### config.mk
export PLATFORM = sky130hd
export DESIGN_NAME = mmio_rd_ctrl
export DESIGN_NICKNAME = d
export VERILOG_FILES = /design/src/rtl/mmio_rd_ctrl.sv
export SDC_FILE = /design/constraint.sdc
export NUM_CORES = 1
export LEC_CHECK = 0
export ABC_CLOCK_PERIOD_IN_PS = 8700
export CAP_MARGIN = 20
export CORE_MARGIN = 5
export CORE_UTILIZATION = 30
export DETAILED_ROUTE_END_ITERATION = 8
export GPL_TIMING_DRIVEN = 1
export PLACE_DENSITY = 0.5
export SETUP_SLACK_MARGIN = 0.02
export SYNTH_ARGS = -nofsm -noshare
export SYNTH_HDL_FRONTEND = slang
export SYNTH_SLANG_ARGS = --single-unit
### constraint.sdc
create_clock -name clk -period 8.7 [get_ports clk]
set_clock_uncertainty 0.05 [all_clocks]
set_input_delay 1.74 -clock clk [delete_from_list [all_inputs] [get_ports clk]]
set_output_delay 1.74 -clock clk [all_outputs]
set_load 0.1 [all_outputs]
### src/rtl/mmio_rd_ctrl.sv
// Read-side MMIO responder: switches, free-running cycle counter and debounced button-press events.
// Latency: one cycle from request (re sampled at edge N) to valid/err/data_out at edge N+1.
// Backpressure: none; a new request may be issued every cycle and is always answered.
//
// Ports:
//   clk, rst      system clock, asynchronous active-high reset
//   addr, re      CPU load byte address and read request
//   sw, btn       asynchronous board switches and push button (synchronized internally)
//   data_out      read data, updated only when a request is answered
//   valid, err    one-cycle response pulse; err flags an address outside the 4-word window
module mmio_rd_ctrl #(
    parameter logic [31:0] BASE_ADDR       = 32'h20,
    parameter int          DEBOUNCE_CYCLES = 4
) (
    input  logic        clk,
    input  logic        rst,
    input  logic [31:0] addr,
    input  logic        re,
    input  logic [15:0] sw,
    input  logic        btn,
    output logic [31:0] data_out,
    output logic        valid,
    output logic        err
);

    localparam logic [7:0] DB_LIMIT = 8'(DEBOUNCE_CYCLES);

    logic [15:0] sw_meta;
    logic [15:0] sw_sync;
    logic        btn_meta;
    logic        btn_s;
    logic        btn_db;
    logic [7:0]  db_cnt;
    logic [7:0]  db_cnt_inc;
    logic        settle;
    logic        press;
    logic [31:0] cyc_cnt;
    logic [7:0]  evt_cnt;
    logic [31:0] offset;
    logic        in_win;
    logic [1:0]  idx;
    logic        evt_rd;
    logic [31:0] rd_val;
    logic        unused_addr_bits;

    // Address decode. Testing addr >= BASE_ADDR first keeps the subtraction
    // from wrapping, so a small offset really means "inside the window".
    assign offset           = addr - BASE_ADDR;
    assign in_win           = (addr >= BASE_ADDR) && (offset[31:4] == 28'd0);
    assign idx              = offset[3:2];
    assign unused_addr_bits = ^offset[1:0];

    // Two-flop synchronizers for the asynchronous board inputs.
    always_ff @(posedge clk or posedge rst) begin
        if (rst) begin
            sw_meta  <= '0;
            sw_sync  <= '0;
            btn_meta <= 1'b0;
            btn_s    <= 1'b0;
        end else begin
            sw_meta  <= sw;
            sw_sync  <= sw_meta;
            btn_meta <= btn;
            btn_s    <= btn_meta;
        end
    end

    // Debounce: the level is accepted on the cycle the run of mismatching
    // samples reaches DEBOUNCE_CYCLES. The press event is flagged on that
    // same edge so the event counter updates together with the level.
    assign db_cnt_inc = db_cnt + 8'd1;
    assign settle     = (btn_s != btn_db) && (db_cnt_inc == DB_LIMIT);
    assign press      = settle && btn_s;

    always_ff @(posedge clk or posedge rst) begin
        if (rst) begin
            btn_db <= 1'b0;
            db_cnt <= 8'd0;
        end else if (btn_s == btn_db) begin
            db_cnt <= 8'd0;
        end else if (settle) begin
            btn_db <= btn_s;
            db_cnt <= 8'd0;
        end else begin
            db_cnt <= db_cnt_inc;
        end
    end

    always_ff @(posedge clk or posedge rst) begin
        if (rst) begin
            cyc_cnt <= 32'd0;
        end else begin
            cyc_cnt <= cyc_cnt + 32'd1;
        end
    end

    // Clear-on-read event counter. A press coinciding with the clearing read
    // is kept as the first event of the next period rather than lost.
    assign evt_rd = re && in_win && (idx == 2'd2);

    always_ff @(posedge clk or posedge rst) begin
        if (rst) begin
            evt_cnt <= 8'd0;
        end else if (evt_rd) begin
            evt_cnt <= press ? 8'd1 : 8'd0;
        end else if (press && (evt_cnt != 8'hFF)) begin
            evt_cnt <= evt_cnt + 8'd1;
        end
    end

    always_comb begin
        rd_val = 32'd0;
        case (idx)
            2'd0: rd_val = {16'd0, sw_sync};
            2'd1: rd_val = cyc_cnt;
            2'd2: rd_val = {24'd0, evt_cnt};
            2'd3: rd_val = {30'd0, (evt_cnt == 8'hFF), (evt_cnt != 8'd0)};
            default: rd_val = 32'd0;
        endcase
    end

    // Response register. data_out is left untouched on idle cycles.
    always_ff @(posedge clk or posedge rst) begin
        if (rst) begin
            data_out <= 32'd0;
            valid    <= 1'b0;
            err      <= 1'b0;
        end else begin
            valid <= re;
            err   <= re && !in_win;
            if (re) begin
                data_out <= in_win ? rd_val : 32'd0;
            end
        end
    end

endmodule
== After elaboration in Yosys (flattened, before gate mapping) ==
Cells that the tools add are included.

* Register bits after elaboration: 117
* Logic and storage cells: 45

* Eq/ne operators: 8
* Bitwise operators: 1
* Order comparisons: 1
* Mux-type cells: 7
* Reductions and logical operators: 13
* $add $sub $neg: 4

{| class="wikitable"
|+ Operator list
! operator !! count
|-
| one-hot mux 32 bit (4 select lines) || 1
|-
| adder 32 x 1 -> 32 bit (second input constant) || 1
|-
| >= comparator 32 x 6 -> 1 bit (second input constant) || 1
|-
| 2-to-1 mux 32 bit || 1
|-
| 2-to-1 mux 8 bit || 4
|-
| subtractor 32 x 6 -> 32 bit (second input constant) || 1
|-
| zero test 28 bit || 1
|-
| adder 8 x 1 -> 8 bit (second input constant) || 2
|-
| == test 8 x 3 -> 1 bit (second input constant) || 1
|-
| == test 8 bit (second input constant) || 1
|-
| != test 8 bit (second input constant) || 1
|-
| nonzero test 8 bit || 1
|-
| logical AND 1 bit || 7
|-
| == test 2 bit (second input constant) || 2
|-
| == test 2 x 1 -> 1 bit (second input constant) || 1
|-
| zero test 2 bit || 1
|-
| AND reduction 2 bit || 1
|-
| nonzero test 2 bit || 1
|-
| == test 1 bit || 1
|-
| zero test 1 bit || 1
|-
| 2-to-1 mux 1 bit || 1
|-
| != test 1 bit || 1
|-
| inverter 1 bit || 1
|}

== Longest topological paths before layout ==
Gate-level depths: netlist of run 1.

* Word-level depth: 7
* Depth in mapped cells: 10
* Depth with buffers taken out: 9

== Least setup slack after synthesis of run 1 ==
No wires, ideal clock.

* Path kind: input-to-reg
* Start: in addr[10]
* End: reg data_out[13]
* Required time: 8569 ps
* Data arrival time: 3692 ps
* Stages: 8
* Buffers on the path: 1
* Library setup time: 81 ps
* Path slack: 4877 ps
* Cells stage by stage: nor4_4 -> nand4_1 -> nor3_1 -> xor2_1 -> nor4_4 -> nand4b_2 -> buf_6 -> o22ai_2

* Word-level cells in the longest chain between the ends: 4
* Elaborated cells on any way between the ends: 5
* Those cells by class: add/sub: 1; order compare: 1; mux: 1; reduce/logical: 2

{| class="wikitable"
|+ Ends and longest elaborated chain
! item !! line !! text
|-
| from (decl) || 17 || <nowiki>input logic [31:0] addr,</nowiki>
|-
| subtractor 32 x 6 -> 32 bit || 48 || <nowiki>assign offset = addr - BASE_ADDR;</nowiki>
|-
| zero test 28 bit || 49 || <nowiki>assign in_win = (addr >= BASE_ADDR) && (offset[31:4] == 28'd0);</nowiki>
|-
| logical AND 1 bit * || 49 ||
|-
| 2-to-1 mux 32 bit * || 132 || <nowiki>data_out <= in_win ? rd_val : 32'd0;</nowiki>
|-
| to (signal assigned) || 132 ||
|-
| to (decl) || 21 || <nowiki>output logic [31:0] data_out,</nowiki>
|}

Every way passes the cells marked *; elsewhere a longest branch is shown, timed or not.
A chain may end at the register's enable or synchronous reset.

== Final worst setup path of run 1 ==
* Start: in addr[10]
* End: reg data_out[27]

The elaborated chain is that of the path after synthesis.

==> results of run 1 <==
[worst max path at each step]
stage / slack [ps] / end / start
after floorplan: 3810 / btn_db / rst
after CTS: 3710 / data_out[27] / addr[10]
final: 3740 / data_out[27] / addr[10]
after global placement: 3360 / data_out[27] / addr[10]
after global routing: 3430 / data_out[29] / addr[10]
after detailed placement: 3300 / data_out[27] / addr[10]
[logic make-up (layout without fill, tap and decap cells)]
logic type,Yosys count,in the layout,share of synthesized area (%)
compound gates,45,45,8.092
buf+inv,57,158,4.366
xor+xnor,48,48,7.974
simple gates,187,187,18.51
fa+ha+maj,6,6,1.424
flops,117,117,55.53
mux,19,19,4.105
[where the power goes]
group / switching, mW / internal (mW) / leakage [nW]
sequential: 0.0103 / 0.561 / 1.49
clock: 0.239 / 0.517 / 0.320
combinational: 0.0524 / 0.0398 / 1.07
total: 0.301 / 1.12 / 2.88
[worst reg2reg max path: stages (launching register included)]
cell and delay, ps:
dfrtp_1 430, ha_1 220, nand3_1 170, nor3_1 370
nand3_1 270, nor3_1 670, nand3_1 180, xnor2_1 160
[area by class of cell]
cell class | instances | area (um2)
Tap cell | 225 | 281.5
Inverter | 41 | 156.4
Multi-Input combinational cell | 305 | 2115
Fill cell | 1672 | 10330
Timing Repair Buffer | 85 | 840.8
Clock inverter | 8 | 143.9
Sequential cell | 117 | 2928
Clock buffer | 24 | 501.7
[per-stage QoR]
stage	area (um2)	utilization, %	total power, mW	worst slack (ps)	cells
2_1_floorplan	5273	-	0.6310	3809	479
3_3_place_gp	6321	36.55	0.6734	3364	773
3_5_place_dp	6321	36.55	0.6747	3297	773
4_1_cts	6967	40.28	1.440	3708	805
5_1_grt	6967	40.28	1.477	3431	805
6_report	6967	40.28	1.419	3739	805
[Yosys cell counts (2+ instances only)]
cell and n:
nand3_1 27, or4_1 2, a41oi_1 3, and3_1 9
xor2_1 20, and2_1 3, o21ai_0 3, mux4_2 2
nor4b_1 3, ha_1 6, dfrtp_1 117, nor4_4 2
nand4_1 16, a31oi_1 2, xnor2_1 28, nand2b_1 5
buf_6 2, mux2i_1 16, o21a_1 2, nand2_1 50
or3_1 3, inv_1 41, o22ai_1 9, nor2_1 36
nor3_1 13, clkbuf_1 13, nor4_1 6, o22ai_2 20
nor2b_1 6
[registers in the layout, summed over array words and instances (netlist names)]
signal and flops:
valid 1, evt_cnt 8, db_cnt 8, cyc_cnt 32, btn_s 1, data_out 32, err 1, btn_db 1
btn_meta 1, sw_sync 16, sw_meta 16
[placed cells by master (no fill, tap or decap), types with 17 or more instances in the layout]
master / instances
nand2_1: 50
nor2_1: 36
inv_1: 40
clkbuf_16: 17
o22ai_2: 20
dfrtp_1: 117
clkdlybuf4s50_1: 82
nand3_1: 27
xor2_1: 20
xnor2_1: 28
[layer usage]
layer / part of all wire, % / global-route usage, % / vias to the layer above / wire length [um]
met3: 4.7 / 3.730 / 14 / 548
met4: 1.6 / 4.752 / 0 / 189
li1: - / - / 1816 / -
met1: 47 / 16.01 / 1795 / 5544
met5: 0 / 0 / - / 0
met2: 46 / 19.14 / 82 / 5401
==> metrics.md, run 1 <==
| Metric | Value |
|---|---|
| Crit path arrival time | 5210 ps |
| Register area share after synthesis | 55.53% |
| Leak | 2.878 nW |
| Syn_nets | 537 |
| Root Driver | clkbuf_16 |
| Worst path bufs/invs | 1 |
| Netlist cell types | 43 |
| DR vias | 3707 |
| Die H | 142.6 um |
| CORE AREA | 17300 um2 |
| Worst Hold End | sw_sync[8] |
| Crit path cell chain | clkdlybuf4s50_1 > nor4_4 > nand4_1 > nor3_1 > xor2_1 > nor4_4 > nand4b_2 > o22ai_1 |
| Worst hold path class | register to register |
| Placer's final routability congestion estimate | 0.7834 |
| Syn avg cell area | 11.01 um2 |
| R2R Path Start | cyc_cnt[0] |
| Startpoint Class | input pin |
| Vias in the first global route | 3919 |
| CP max stage delay | 910 ps |
| Critical path class | input pin to register |
| Top delay family on crit path | simple AND/OR/NAND/NOR gates |
| Critical path required time | 8950 ps |
| Tot GR Track Use | 12.26% |
| #FFs+latches synth | 117 |
| ANT nets after route | 0 |
| Setup crit end kind | register |
| Die outline width | 142.6 um |
| Initial antenna violation count | 0 |
| Achievable frequency | 201.6 MHz |
| Fraction of layout cells with a size suffix above 1 | 10.86% |
| IO Count | 86 |
| Slew Viols, Final | 0 |
| Rows | 48 |
| Final Hold Fails | 0 |
| Mapped Area | 5273 um2 |
| Routed len/inst | 14.51 um |
| Detailed-router iteration count before antenna repair | 4 |
| CTS clock-pin slew for the worst setup and hold paths | 50 ps |
| Setup TNS | 0 ps |
| Clk buf depth | 2 |
| Area leader, netlist | dfrtp_1 |
| Minimum clock period | 4961 ps |
| Antenna cells | 0 |
| Max stage delay cell, worst path | nand4b_2 |
| Pwr dens | 203.6 nW/um2 |
| RSZ-0062 raised after global routing | false |
| Resized cells post-CTS | 0 |
| Reg2Reg Setup Slack | 6060 ps |
| Hold_sp | sw_meta[8] |
| TritonCTS Sinks | 117 |
| Port buffer count | 83 |
| Skew-Pair Late Insertion Delay | 410 ps |
| Starting density of the core | 30.48% |
| R2R Path End | cyc_cnt[22] |
| Peak VDD IR | 0.1344 mV |
| DRT iter0 DRCs | 221 |
| CTS tree | yes |
| Slew HR | 31.71% |
| Hold WS | 295.5 ps |
| Status | complete, no violations |
| FFs w/ async S/R, synth | 100.0% |
| Die area | 20330 um2 |
| Cell seen most often among critical-path stages | nor4_4 |
| Nets | 625 |
| Worst r2r path cells | 7 |
| Detailed placement HPWL | 8250 um |
| WHS Path Cells | 0 |
| Area Growth Syn to Fin | 32.13% |
| Gr ovfl total | 0 |
| Number of CTS-inserted buffers | 17 |
| WL final | 11680 um |
| Ys flop type | dfrtp_1 |
| Final worst-path cycle share | 57.03% |
| Largest cells by area after synthesis | dfrtp_1, o22ai_2, xnor2_1 |
| Post-synth top area share | 55.53% |
| Cells after Synth | 479 |
| Largest net degree at the start of global routing | 60 |
| EDFF count, synth | 0 |
| Final setup vio count | 0 |
| Crit path max fanout | 24 |
| Number of cells on the critical path | 8 |
| Max_cap viols | 0 |
| Worst Tran Pin Value | 1021 ps |
| H-tree depth | 4 |
| Ys Warns | 0 |
| Vias per cell | 4.605 |
| First-pass GRT wire length | 19780 um |
| Setup repair bufs after CTS | 0 |
| Drt drc | 0 |
| Hold-fix buffers, CTS | 0 |
Power figures use the tool's default switching activity.
==> inputs of run 2 (changes only) <==
- ABC_CLOCK_PERIOD_IN_PS: 8700 -> 5000
- clock period: 8.7 -> 5 ns (I/O delays scaled with it)
==> metrics.md, run 2 (synthesis results as in run 1) <==
| Metric | Value |
|---|---|
| Clk buf depth | 2 (unchanged) |
| Area Growth Syn to Fin | 30.35% (was 32.13%) |
| Top delay family on crit path | simple AND/OR/NAND/NOR gates (unchanged) |
| Setup TNS | 0 ps (unchanged) |
| Nets | 629 (was 625) |
| Startpoint Class | input pin (unchanged) |
| Critical path required time | 5240 ps (was 8950 ps) |
| CORE AREA | 17300 um2 (unchanged) |
| Combinational power share | 7.4% (was 6.5%) |
| Tot GR Track Use | 11.92% (was 12.26%) |
| WL final | 11450 um (was 11680 um) |
| Regs by FF count | cyc_cnt (32), data_out (32) (unchanged) |
| Drt drc | 0 (unchanged) |
| Crit path max fanout | 10 (was 24) |
| Worst Tran Pin Value | 1027 ps (was 1021 ps) |
| Resized cells post-CTS | 0 (unchanged) |
| IO Count | 86 (unchanged) |
| Number of CTS-inserted buffers | 17 (unchanged) |
| Reg2Reg Setup Slack | 2370 ps (was 6060 ps) |
| Rows | 48 (unchanged) |
| Pwr Total | 2.202 mW (was 1.419 mW) |
| Root Driver | clkbuf_16 (unchanged) |
| Most frequent cells in the layout | dfrtp_1, clkdlybuf4s50_1, nand2_1, inv_1, nor2_1 (unchanged) |
| Crit path cell chain | clkdlybuf4s50_1 > nor4_4 > nand4_1 > nor3_1 > xor2_1 > nor4_4 > nand3_1 > and2_1 (was clkdlybuf4s50_1 > nor4_4 > nand4_1 > nor3_1 > xor2_1 > nor4_4 > nand4b_2 > o22ai_1) |
| Fraction of layout cells with a size suffix above 1 | 10.67% (was 10.86%) |
| Skew-Pair Late Insertion Delay | 400 ps (was 410 ps) |
| Most common cell after layout, fill and taps aside | dfrtp_1 (unchanged) |
| Achievable frequency | 279.8 MHz |
| CP max stage delay | 580 ps (was 910 ps) |
| Antenna cells | 0 (unchanged) |
| Critical path class | input pin to register (unchanged) |
| Worst path bufs/invs | 1 (unchanged) |
| Port buffer count | 83 (unchanged) |
| Setup crit end kind | register (unchanged) |
| Placer's final routability congestion estimate | 0.7990 (was 0.7834) |
| Crit path arrival time | 3820 ps (was 5210 ps) |
| Critical Path Start | addr[10] (unchanged) |
| RSZ-0062 raised after global routing | false (unchanged) |
| Psw | 0.4959 mW (was 0.3014 mW) |
| First-pass GRT wire length | 19180 um (was 19780 um) |
| Final worst-path cycle share | 71.49% |
| Setup repair bufs after CTS | 0 (unchanged) |
| Power Internal | 1.707 mW (was 1.117 mW) |
| Vias per cell | 4.649 (was 4.605) |
| Cells after DPL | 776 (was 773) |
| Minimum clock period | 3575 ps |
| TritonCTS Sinks | 117 (unchanged) |
| Slew HR | 31.34% (was 31.71%) |
| Clock power share | 47.5% (was 53.2%) |
| DR vias | 3747 (was 3707) |
| Die H | 142.6 um (unchanged) |
| ANT nets after route | 0 (unchanged) |
| Peak VDD IR | 0.2264 mV (was 0.1344 mV) |
| Vias in the first global route | 3926 (was 3919) |
| Gr ovfl total | 0 (unchanged) |
| Detailed-router iteration count before antenna repair | 4 (unchanged) |
| Die outline width | 142.6 um (unchanged) |
| Pwr dens | 320.5 nW/um2 (was 203.6 nW/um2) |
| DRT iter0 DRCs | 149 (was 221) |
| H-tree depth | 4 (unchanged) |
| CTS clock-pin slew for the worst setup and hold paths | 50 ps (about the same) |
| Max_cap viols | 0 (unchanged) |
| Fill count | 1687 (was 1672) |
| CTS tree | yes (unchanged) |
| Hold-fix buffers, CTS | 0 (unchanged) |
| Worst hold path class | register to register (unchanged) |
| Cell seen most often among critical-path stages | nor4_4 (unchanged) |
| Net Sw Frac | 22.52% (was 21.24%) |
| Starting density of the core | 30.48% (unchanged) |
| Slew Viols, Final | 0 (unchanged) |
| Routed len/inst | 14.20 um (was 14.51 um) |
| Status | complete, no violations (unchanged) |
| Hold_sp | sw_meta[0] (was sw_meta[8]) |
| Detailed placement HPWL | 8162 um (was 8250 um) |
| Final setup vio count | 0 (unchanged) |
| Sequential fraction of design power | 45.1% (was 40.3%) |
| Largest net degree at the start of global routing | 83 (was 60) |
| Final Hold Fails | 0 (unchanged) |
| Max stage delay cell, worst path | nor4_4 (was nand4b_2) |
| Leak | 2.833 nW (was 2.878 nW) |
| Finished Layout Cells | 806 (was 805) |
| Die area | 20330 um2 (unchanged) |
| Initial antenna violation count | 0 (unchanged) |
| R2R Path Start | cyc_cnt[0] (unchanged) |
run 2: changes by cell type in the layout (fill, tap and decap cells not counted), sizes merged:
cell,before,now
buf,3,7
bufinv,4,0
clkinvlp,0,1
run 2: path summary, 6_finish.rpt:
kind                                      to  cells after the start
worst max-delay path                     err                      8
worst min-delay path              sw_sync[0]                      0
worst max register to register   cyc_cnt[24]                      7
worst min register to register    sw_sync[0]                      0
max in group asynchronous       data_out[21]                      4
min in group asynchronous           btn_meta                      2
run 2: final cells by class:
class                           instances  area [um2]  share of cell area, %
Clock buffer                           24       481.7                  7.009
Timing Repair Buffer                   89       883.3                  12.85
Sequential cell                       117        2928                  42.60
Clock inverter                          5       27.53                 0.4005
Tap cell                              225       281.5                  4.096
Multi-Input combinational cell        305        2115                  30.77
Inverter                               41       156.4                  2.276
run 2: through the flow:
| step | hold slack (ps) | setup slack [ps] | area (um2) | util (%) |
|---|---|---|---|---|
| after floorplan | 281.2 | 849.2 | 5273 | - |
| after global placement | 284.4 | 1024 | 6344 | 36.68 |
| after detailed placement | 286.4 | 990.6 | 6344 | 36.68 |
| after CTS | 298.3 | 1420 | 6853 | 39.62 |
| after global routing | 302.1 | 1175 | 6873 | 39.74 |
| final | 296.4 | 1425 | 6873 | 39.74 |
run 2: layer usage:
metal	GRT usage, %	wire, um	share of wire (%)	vias to the layer above
met5	0	0	0	-
met4	5.603	261	2.3	0
met3	3.058	500	4.4	18
met2	18.77	5305	46	82
met1	15.40	5379	47	1813
li1	-	-	-	1834
run 2: power groups by stage:
stage / combinational [mW] / sequential, mW / clock [mW]
floorplan: 0.0872 / 1.01 / 0
global placement: 0.164 / 1.01 / 0
detailed placement: 0.165 / 1.01 / 0
CTS: 0.166 / 0.993 / 1.08
global route: 0.186 / 0.995 / 1.12
finish: 0.163 / 0.994 / 1.05
==> inputs of run 3 (changes only) <==
- ABC_CLOCK_PERIOD_IN_PS: 5000 -> 3400
- clock period: 5 -> 3.4 ns (I/O delays scaled with it)
==> metrics.md, run 3 (synthesis results as in run 1) <==
| Metric | Value |
|---|---|
| Crit path arrival time | 3250 ps (was 3820 ps) |
| TritonCTS Sinks | 117 (unchanged) |
| Number of CTS-inserted buffers | 17 (unchanged) |
| Vias per cell | 4.604 (was 4.649) |
| Finished Layout Cells | 820 (was 806) |
| Crit path cell chain | clkdlybuf4s50_1 > buf_4 > nor4_1 > nand4_1 > nor3_1 > xor2_1 > nor4_4 > nand3_1 > buf_4 > o22ai_1 (was clkdlybuf4s50_1 > nor4_4 > nand4_1 > nor3_1 > xor2_1 > nor4_4 > nand3_1 > and2_1) |
| Critical path required time | 3670 ps (was 5240 ps) |
| H-tree depth | 4 (unchanged) |
| First-pass GRT wire length | 19300 um (was 19180 um) |
| Setup crit end kind | register (unchanged) |
| Pwr dens | 508.9 nW/um2 (was 320.5 nW/um2) |
| Final WS setup | 416.6 ps (was 1425 ps) |
| RSZ-0062 raised after global routing | false (unchanged) |
| Achievable frequency | 335.2 MHz |
| CP max stage delay | 460 ps (was 580 ps) |
| Die H | 142.6 um (unchanged) |
| Rows | 48 (unchanged) |
| Largest net degree at the start of global routing | 118 (was 83) |
| Nets | 640 (was 629) |
| Resized cells post-CTS | 0 (unchanged) |
| Initial antenna violation count | 0 (unchanged) |
| Critical Path Start | addr[5] (was addr[10]) |
| Setup repair bufs after CTS | 0 (unchanged) |
| Peak VDD IR | 0.3504 mV (was 0.2264 mV) |
| Area after DPL | 6375 um2 (was 6344 um2) |
| Cell seen most often among critical-path stages | buf_4 (was nor4_4) |
| Leak | 3.005 nW (was 2.833 nW) |
| Fraction of layout cells with a size suffix above 1 | 18.99% (was 10.67%) |
| Placer's final routability congestion estimate | 0.8241 (was 0.7990) |
| CTS tree | yes (unchanged) |
| Skew-Pair Late Insertion Delay | 410 ps (was 400 ps) |
| R2R Path Start | cyc_cnt[0] (unchanged) |
| Final Hold Fails | 0 (unchanged) |
| Die area | 20330 um2 (unchanged) |
| CORE AREA | 17300 um2 (unchanged) |
| IO Count | 86 (unchanged) |
| Detailed-router iteration count before antenna repair | 4 (unchanged) |
| Vias in the first global route | 3817 (was 3926) |
| Worst Tran Pin Value | 805.8 ps (was 1027 ps) |
| Root Driver | clkbuf_16 (unchanged) |
| Worst hold path class | register to register (unchanged) |
| Antenna cells | 0 (unchanged) |
| Hold WS | 295.6 ps (was 296.4 ps) |
| Cells after DPL | 788 (was 776) |
| Routed len/inst | 14.35 um (was 14.20 um) |
| Most common cell after layout, fill and taps aside | dfrtp_1 (unchanged) |
| Startpoint Class | input pin (unchanged) |
| Final worst-path cycle share | 87.75% |
| Critical path class | input pin to register (unchanged) |
| DR vias | 3775 (was 3747) |
| Gr ovfl total | 0 (unchanged) |
| DRT iter0 DRCs | 221 (was 149) |
| Slew Viols, Final | 0 (unchanged) |
| Regs by FF count | cyc_cnt (32), data_out (32) (unchanged) |
| Worst r2r path cells | 7 (unchanged) |
| Pwr Total | 3.564 mW (was 2.202 mW) |
| Max_cap viols | 0 (unchanged) |
| Status | complete, no violations (unchanged) |
| Slew HR | 45.87% (was 31.34%) |
| Starting density of the core | 30.48% (unchanged) |
| Final setup vio count | 0 (unchanged) |
| Tot GR Track Use | 11.96% (was 11.92%) |
| Crit path to | data_out[6] (was err) |
| Pre-CTS setup slack | -8.069 ps (was 990.6 ps) |
| Drt drc | 0 (unchanged) |
| R2R Path End | cyc_cnt[24] (unchanged) |
| Die outline width | 142.6 um (unchanged) |
| Minimum clock period | 2983 ps |
| ANT nets after route | 0 (unchanged) |
| WL final | 11770 um (was 11450 um) |
| Crit path max fanout | 4 (was 10) |
| Detailed placement HPWL | 8300 um (was 8162 um) |
| Port buffer count | 83 (unchanged) |
| Most frequent cells in the layout | dfrtp_1, nand2_1, buf_4, clkdlybuf4s50_1, inv_1 (was dfrtp_1, clkdlybuf4s50_1, nand2_1, inv_1, nor2_1) |
| Clk buf depth | 2 (unchanged) |
| Reg2Reg Setup Slack | 760 ps (was 2370 ps) |
| Max stage delay cell, worst path | clkdlybuf4s50_1 (was nor4_4) |
| CTS clock-pin slew for the worst setup and hold paths | 50 ps (about the same) |
| Hold-fix buffers, CTS | 0 (unchanged) |
| Area Growth Syn to Fin | 32.82% (was 30.35%) |
| Final Instance Area | 7003 um2 (was 6873 um2) |
[run 3: cell types whose count changed in the layout (fill, tap and decap cells not counted), moves of 2 or more]
cell	previous run	this run
buf_4	5	49
clkdlybuf4s50_1	82	48
bufinv_16	0	3
clkbuf_1	4	1
clkinv_2	4	1
clkinvlp_4	1	4
clkinv_4	0	2
[run 3: cell type report]
cell class	instances	area (um2)
Multi-Input combinational cell	305	2115
Tap cell	225	281.5
Inverter	41	157.7
Clock inverter	10	143.9
Clock buffer	22	484.2
Fill cell	1676	10290
Timing Repair Buffer	100	893.4
Sequential cell	117	2928
[run 3: worst max-delay path, delay by kind of cell]
kind | cells | cell delay, ps
AND/OR/NAND/NOR | 5 | 1430
AO/OA/AOI/OAI | 1 | 130
buffers and inverters | 3 | 860
XOR/XNOR | 1 | 150
[run 3: metal layers]
metal | vias up | GRT usage (%) | wire, um
li1 | 1860 | - | -
met1 | 1826 | 16.53 | 5693
met2 | 76 | 17.71 | 5390
met3 | 13 | 3.696 | 540
met4 | 0 | 4.352 | 145
met5 | - | 0 | 0
[run 3: how the worst min path moves through the flow]
stage,slack [ps],startpoint,cells past startpoint,to
final,300,sw_meta[0],0,sw_sync[0]
after global routing,300,sw_meta[9],0,sw_sync[9]
after CTS,300,sw_meta[0],0,sw_sync[0]
after detailed placement,280,sw_meta[9],0,sw_sync[9]
after global placement,290,sw_meta[15],0,sw_sync[15]
after floorplan,280,btn_meta,0,btn_s
[run 3: stage by stage]
stage	util (%)	TNS [ps]
floorplan	-	0
global placement	36.86	0
detailed placement	36.86	-15.05
CTS	40.49	0
global route	40.49	0
finish	40.49	0
[run 3: power breakdown]
part | internal (mW) | switching (mW)
combinational | 0.109 | 0.137
clock | 1.23 | 0.624
sequential | 1.43 | 0.0258
